===== config.mk =====
export PLATFORM = sky130hd
export DESIGN_NAME = contador_arb
export DESIGN_NICKNAME = d
export VERILOG_FILES = /design/src/rtl/contador_pkg.sv /design/src/rtl/rr_arb2.sv /design/src/rtl/contador_arb.sv
export SDC_FILE = /design/constraint.sdc
export NUM_CORES = 1
export LEC_CHECK = 0
export BUFFER_PORTS_ARGS = -buffer_cell sky130_fd_sc_hd__buf_4
export CAP_MARGIN = 5
export CORE_ASPECT_RATIO = 1.4
export CORE_UTILIZATION = 35
export CTS_BUF_LIST = sky130_fd_sc_hd__clkbuf_8
export DETAILED_ROUTE_END_ITERATION = 16
export PLACE_DENSITY_LB_ADDON = 0.2
export SETUP_SLACK_MARGIN = 0.02
export SYNTH_ARGS = -nofsm -noshare
export SYNTH_HDL_FRONTEND = slang
export SYNTH_SLANG_ARGS = --single-unit
export TNS_END_PERCENT = 10

===== constraint.sdc =====
create_clock -name clk -period 3.3 [get_ports clk]
set_input_delay 0.825 -clock clk [delete_from_list [all_inputs] [get_ports clk]]
set_output_delay 0.825 -clock clk [all_outputs]
set_load 0.05 [all_outputs]

===== src/rtl/contador_pkg.sv =====
// Shared definitions for the contador arbiter slice.
// Mode encodings, FSM states and default widths.
package contador_pkg;

  localparam int DEF_W = 4;

  localparam logic [1:0] MODE_UP   = 2'b00;
  localparam logic [1:0] MODE_DOWN = 2'b01;
  localparam logic [1:0] MODE_UP3  = 2'b10;
  localparam logic [1:0] MODE_LOAD = 2'b11;

  typedef enum logic [1:0] {
    IDLE = 2'd0,
    LOAD = 2'd1,
    RUN  = 2'd2,
    DONE = 2'd3
  } state_t;

endpackage


===== src/rtl/rr_arb2.sv =====
// Two-way round-robin pick with last-served pointer.
// req in, pick/any out; upd/upd_id record the served side.
module rr_arb2 (
  input  logic       clk,
  input  logic       rst_n,
  input  logic [1:0] req,
  input  logic       upd,
  input  logic       upd_id,
  output logic       pick,
  output logic       any
);

  logic last_q;
  logic last_d;

  always_comb begin
    last_d = last_q;
    if (upd) last_d = upd_id;
  end

  always_comb begin
    any  = |req;
    pick = 1'b0;
    case (req)
      2'b10:   pick = 1'b1;
      2'b11:   pick = ~last_q;
      default: pick = 1'b0;
    endcase
  end

  // Reset as "1 served last" so requester 0 wins a tie.
  always_ff @(posedge clk or negedge rst_n) begin
    if (!rst_n) last_q <= 1'b1;
    else        last_q <= last_d;
  end

endmodule


===== src/rtl/contador_arb.sv =====
// Shares one 4-bit contador between two job requesters.
// req/modo/D/len in, gnt/done/res out, enable/modo/D/Q/rco to counter.
module contador_arb
  import contador_pkg::*;
#(
  parameter int W  = DEF_W,
  parameter int CW = 4
) (
  input  logic          clk,
  input  logic          reset_L,
  input  logic          req0,
  input  logic [1:0]    modo0,
  input  logic [W-1:0]  D0,
  input  logic [W-1:0]  len0,
  input  logic          req1,
  input  logic [1:0]    modo1,
  input  logic [W-1:0]  D1,
  input  logic [W-1:0]  len1,
  output logic          gnt0,
  output logic          gnt1,
  output logic          done0,
  output logic          done1,
  output logic [W-1:0]  res_q,
  output logic [CW-1:0] res_wraps,
  output logic          enable,
  output logic [1:0]    modo,
  output logic [W-1:0]  D,
  input  logic [W-1:0]  Q,
  input  logic          rco
);

  state_t        state_q, state_d;
  logic          own_q, own_d;
  logic [1:0]    modo_q, modo_d;
  logic [W-1:0]  d_q, d_d;
  logic [W-1:0]  len_q, len_d;
  logic [W-1:0]  rem_q, rem_d;
  logic [CW-1:0] wr_q, wr_d;
  logic [CW-1:0] wr_inc;
  logic          pick, any;
  logic [1:0]    p_modo;

  rr_arb2 u_arb (
    .clk    (clk),
    .rst_n  (reset_L),
    .req    ({req1, req0}),
    .upd    (state_q == DONE),
    .upd_id (own_q),
    .pick   (pick),
    .any    (any)
  );

  assign p_modo = pick ? modo1 : modo0;
  assign gnt0 = (state_q != IDLE) & ~own_q;
  assign gnt1 = (state_q != IDLE) & own_q;

  always_comb begin
    wr_inc = wr_q;
    if (rco && (wr_q != '1)) wr_inc = wr_q + 1'b1;
  end

  always_comb begin
    state_d   = state_q;
    own_d     = own_q;
    modo_d    = modo_q;
    d_d       = d_q;
    len_d     = len_q;
    rem_d     = rem_q;
    wr_d      = wr_q;
    enable    = 1'b0;
    modo      = 2'b00;
    D         = '0;
    done0     = 1'b0;
    done1     = 1'b0;
    res_q     = '0;
    res_wraps = '0;
    unique case (state_q)
      IDLE: begin
        if (any) begin
          own_d   = pick;
          modo_d  = p_modo;
          d_d     = pick ? D1 : D0;
          len_d   = pick ? len1 : len0;
          if (p_modo == MODE_LOAD) len_d = '0;
          state_d = LOAD;
        end
      end
      LOAD: begin
        enable  = 1'b1;
        modo    = MODE_LOAD;
        D       = d_q;
        rem_d   = len_q;
        wr_d    = '0;
        state_d = (len_q != '0) ? RUN : DONE;
      end
      RUN: begin
        enable = 1'b1;
        modo   = modo_q;
        D      = d_q;
        rem_d  = rem_q - 1'b1;
        // First RUN cycle still shows the load result.
        if (rem_q != len_q) wr_d = wr_inc;
        if (rem_q == W'(1)) state_d = DONE;
      end
      DONE: begin
        done0     = ~own_q;
        done1     = own_q;
        res_q     = Q;
        res_wraps = wr_inc;
        state_d   = IDLE;
      end
    endcase
  end

  always_ff @(posedge clk or negedge reset_L) begin
    if (!reset_L) begin
      state_q <= IDLE;
      own_q   <= 1'b0;
      modo_q  <= 2'b00;
      d_q     <= '0;
      len_q   <= '0;
      rem_q   <= '0;
      wr_q    <= '0;
    end else begin
      state_q <= state_d;
      own_q   <= own_d;
      modo_q  <= modo_d;
      d_q     <= d_d;
      len_q   <= len_d;
      rem_q   <= rem_d;
      wr_q    <= wr_d;
    end
  end

endmodule

==> summary.md <==
| Metric | Value |
|---|---|
| Crit. End Element | `output port` |
| Worst-Skew Late Latency | `260 ps` |
| Number of antenna diodes | `0` |
| Setup Viol. Count Final | `0` |
| # fillers | `360` |
| Commonest non-fill, non-tap cell in the layout | `buf_4` |
| Most frequent cells in the layout | `buf_4, dfrtp_1, nand2_1, mux2i_1, and2_1` |
| Reg clk slew, reported paths | `80 ps` |
| Initial antenna violation count | `0` |
| Sw power | `0.9953 mW` |
| FFs w/ async S/R, synth | `100.0%` |
| Fraction of the cycle the final worst path needs | `82.49%` |
| Largest net degree at the start of global routing | `23` |
| Number of enable flip-flop cells after synthesis | `0` |
| Worst setup SP type | `register` |
| Min-Delay Path Class | `in -> async` |
| Clk sink count | `22` |
| # DRC | `0` |
| Switch share | `51.43%` |
| Hold Buf Count CTS | `0` |
| Count of cell types in the netlist | `34` |
| Status | `finished, final reports clean` |
| Final net count | `234` |
| Register area share after synthesis | `39.62%` |
| DR vias | `1244` |
| Clock buffer depth | `2` |
| Crit path kind | `reg -> out` |
| Seq pwr share | `26.4%` |
| Crit path max fanout | `20` |
| Die area | `4239 um2` |
| Synthesis-to-finish area growth | `31.99%` |
| Vert. Die Dim | `76.64 um` |
| Port Buf Inserts | `47` |
| First-pass GRT wire length | `5526 um` |
| WP data required | `2470 ps` |
| Setup Skew | `5.846 ps` |
| Min cycle time layout | `2722 ps` |
| Inserted Clock Buffers | `3` |
| Slew headroom | `58.05%` |
| #FFs+latches synth | `22` |
| Synth Net Count | `187` |
| Final Hold Viols | `0` |
| Clk pwr share | `9.9%` |
| DRT Pass-1 Iters | `4` |
| Die width | `55.31 um` |
| Core area | `3741 um2` |
| Grt ovf | `0` |
| Share of cells above drive strength 1 | `28.93%` |
| Effective utilization at floorplan | `37.22%` |
| CTS Root Buffer Type | `clkbuf_8` |
| Max Cap Viol | `0` |
| Routability congestion estimate | `0.8194` |
| Storage cell area | `551.8 um2` |
| Warnings from Yosys | `0` |
| Worst Tran Pin Value | `629.2 ps` |
| Arrival time at the worst endpoint | `1900 ps` |
| Post-cts sizing count | `0` |
| Internal Power | `0.9398 mW` |
| Average size of a mapped cell | `9.222 um2` |
| DR WL/cell | `13.26 um` |
| CTS tree | `done` |
| Slew Limit Fails | `0` |
| Static leakage | `0.8992 nW` |
| Number of core rows | `26` |
| GR Util All Layers | `15.84%` |
| Post-Syn Instances | `151` |
| H-tree depth | `1` |
| Vias in the first global route | `1315` |
| ANT nets after route | `0` |
| Top cells by area, synth | `dfrtp_1, mux2i_1, ha_1` |
| Hold WS | `435.5 ps` |
| Logic pwr share | `63.7%` |
| Hpwl dp | `2485 um` |
| DR iter-0 viols | `26` |
| Post-Syn Area | `1393 um2` |
| Top_reg_cell synth | `dfrtp_1` |
| Postcts setup bufs | `0` |
| Setup TNS | `0 ps` |
| DRT Wirelength | `3169 um` |
| Area share of the largest cell type after synthesis | `37.74%` |
| Multi-input combinational cell area | `792.0 um2` |
| FMAX | `367.3 MHz` |
| VDD IR max | `0.5457 mV` |
| RSZ-0062 raised after global routing | `no` |
| Yosys top cell by area | `dfrtp_1` |
| PD cells | `1053 nW/um2` |
| Routed vias/inst | `5.205` |
| IO Pins | `48` |
==> Yosys cell counts, types with 2 or more instances <==
| master | count |
|---|---|
| a22oi_1 | 2 |
| nand2_1 | 16 |
| nand2b_1 | 2 |
| nor4_1 | 2 |
| o31ai_1 | 4 |
| nand3_1 | 5 |
| clkbuf_1 | 6 |
| o211ai_1 | 2 |
| ha_1 | 7 |
| xor2_1 | 4 |
| inv_1 | 5 |
| and2_1 | 12 |
| nor2b_1 | 6 |
| a21oi_1 | 9 |
| dfrtp_1 | 21 |
| mux2i_1 | 13 |
| a32o_1 | 2 |
| nor2_1 | 6 |
| o21ai_0 | 12 |
==> routing by layer <==
| metal | vias up | GRT usage [%] | routed length (um) |
|---|---|---|---|
| met2 | 30 | 29.28 | 1718 |
| met3 | 6 | 2.207 | 101 |
| met1 | 586 | 17.26 | 1310 |
| li1 | 622 | - | - |
| met5 | - | 0 | 0 |
| met4 | 0 | 7.750 | 39 |
==> worst max-delay path: stages (launching register included) <==
cell     delay [ps]
dfrtp_1         440
inv_1           120
ha_1            570
a21oi_1         150
nor2b_1         150
buf_4           210
==> power by group through the flow <==
stage | registers (mW) | logic, mW | clock network, mW
after CTS | 0.510 | 1.25 | 0.197
after global routing | 0.530 | 1.35 | 0.207
after detailed placement | 0.515 | 1.24 | 0
after floorplan | 0.483 | 0.935 | 0
final | 0.510 | 1.23 | 0.192
after global placement | 0.508 | 1.21 | 0
==> cells by family (layout without fill, tap and decap cells) <==
logic type / Yosys count / after routing / synth area share (%)
flip-flops: 22 / 22 / 39.62
XOR/XNOR: 5 / 5 / 3.145
buffers and inverters: 12 / 58 / 3.504
AND/OR/NAND/NOR: 54 / 54 / 20.57
multiplexers: 14 / 14 / 10.15
AO/OA/AOI/OAI: 37 / 37 / 16.71
adder cells (fa/ha/maj): 7 / 7 / 6.289
==> area by class of cell <==
| type | instances | area share [%] |
|---|---|---|
| clock buffer | 4 | 2.995 |
| inverter | 5 | 1.021 |
| timing repair buffer | 49 | 20.01 |
| tap | 42 | 2.859 |
| sequential | 22 | 30.02 |
| multi-input combinational | 117 | 43.09 |
==> worst paths after layout <==
check,slack [ps],depth (start not counted),end,from
max reg2reg,1460,5,wr_q[2]$_DFFE_PN0P_,state_q[0]$_DFFE_PN0P_
min in group clk,480,2,d_q[0]$_DFFE_PN0P_,d_q[0]$_DFFE_PN0P_
max,580,5,modo[1],state_q[0]$_DFFE_PN0P_
min reg2reg,480,2,d_q[0]$_DFFE_PN0P_,d_q[0]$_DFFE_PN0P_
max in group asynchronous,2580,1,u_arb.last_q$_DFFE_PN1P_,reset_L
min,440,1,wr_q[0]$_DFFE_PN0P_,reset_L
==> through the flow <==
stage	instances	total power, mW	cell area, um2	utilization, %	setup slack, ps
3_3_place_gp	235	1.723	1783	47.66	903.7
6_report	239	1.935	1838	49.13	577.7
5_1_grt	239	2.090	1838	49.13	408.9
3_5_place_dp	235	1.760	1783	47.66	873.5
4_1_cts	239	1.954	1838	49.13	568.9
2_1_floorplan	151	1.418	1393	-	586.5
==> state kept, by name, indices dropped and copies added (netlist names) <==
name          count
d_q               4
len_q             4
state_q           2
modo_q            2
own_q             1
rem_q             4
wr_q              4
u_arb.last_q      1
(Power assumes the default switching activity.)
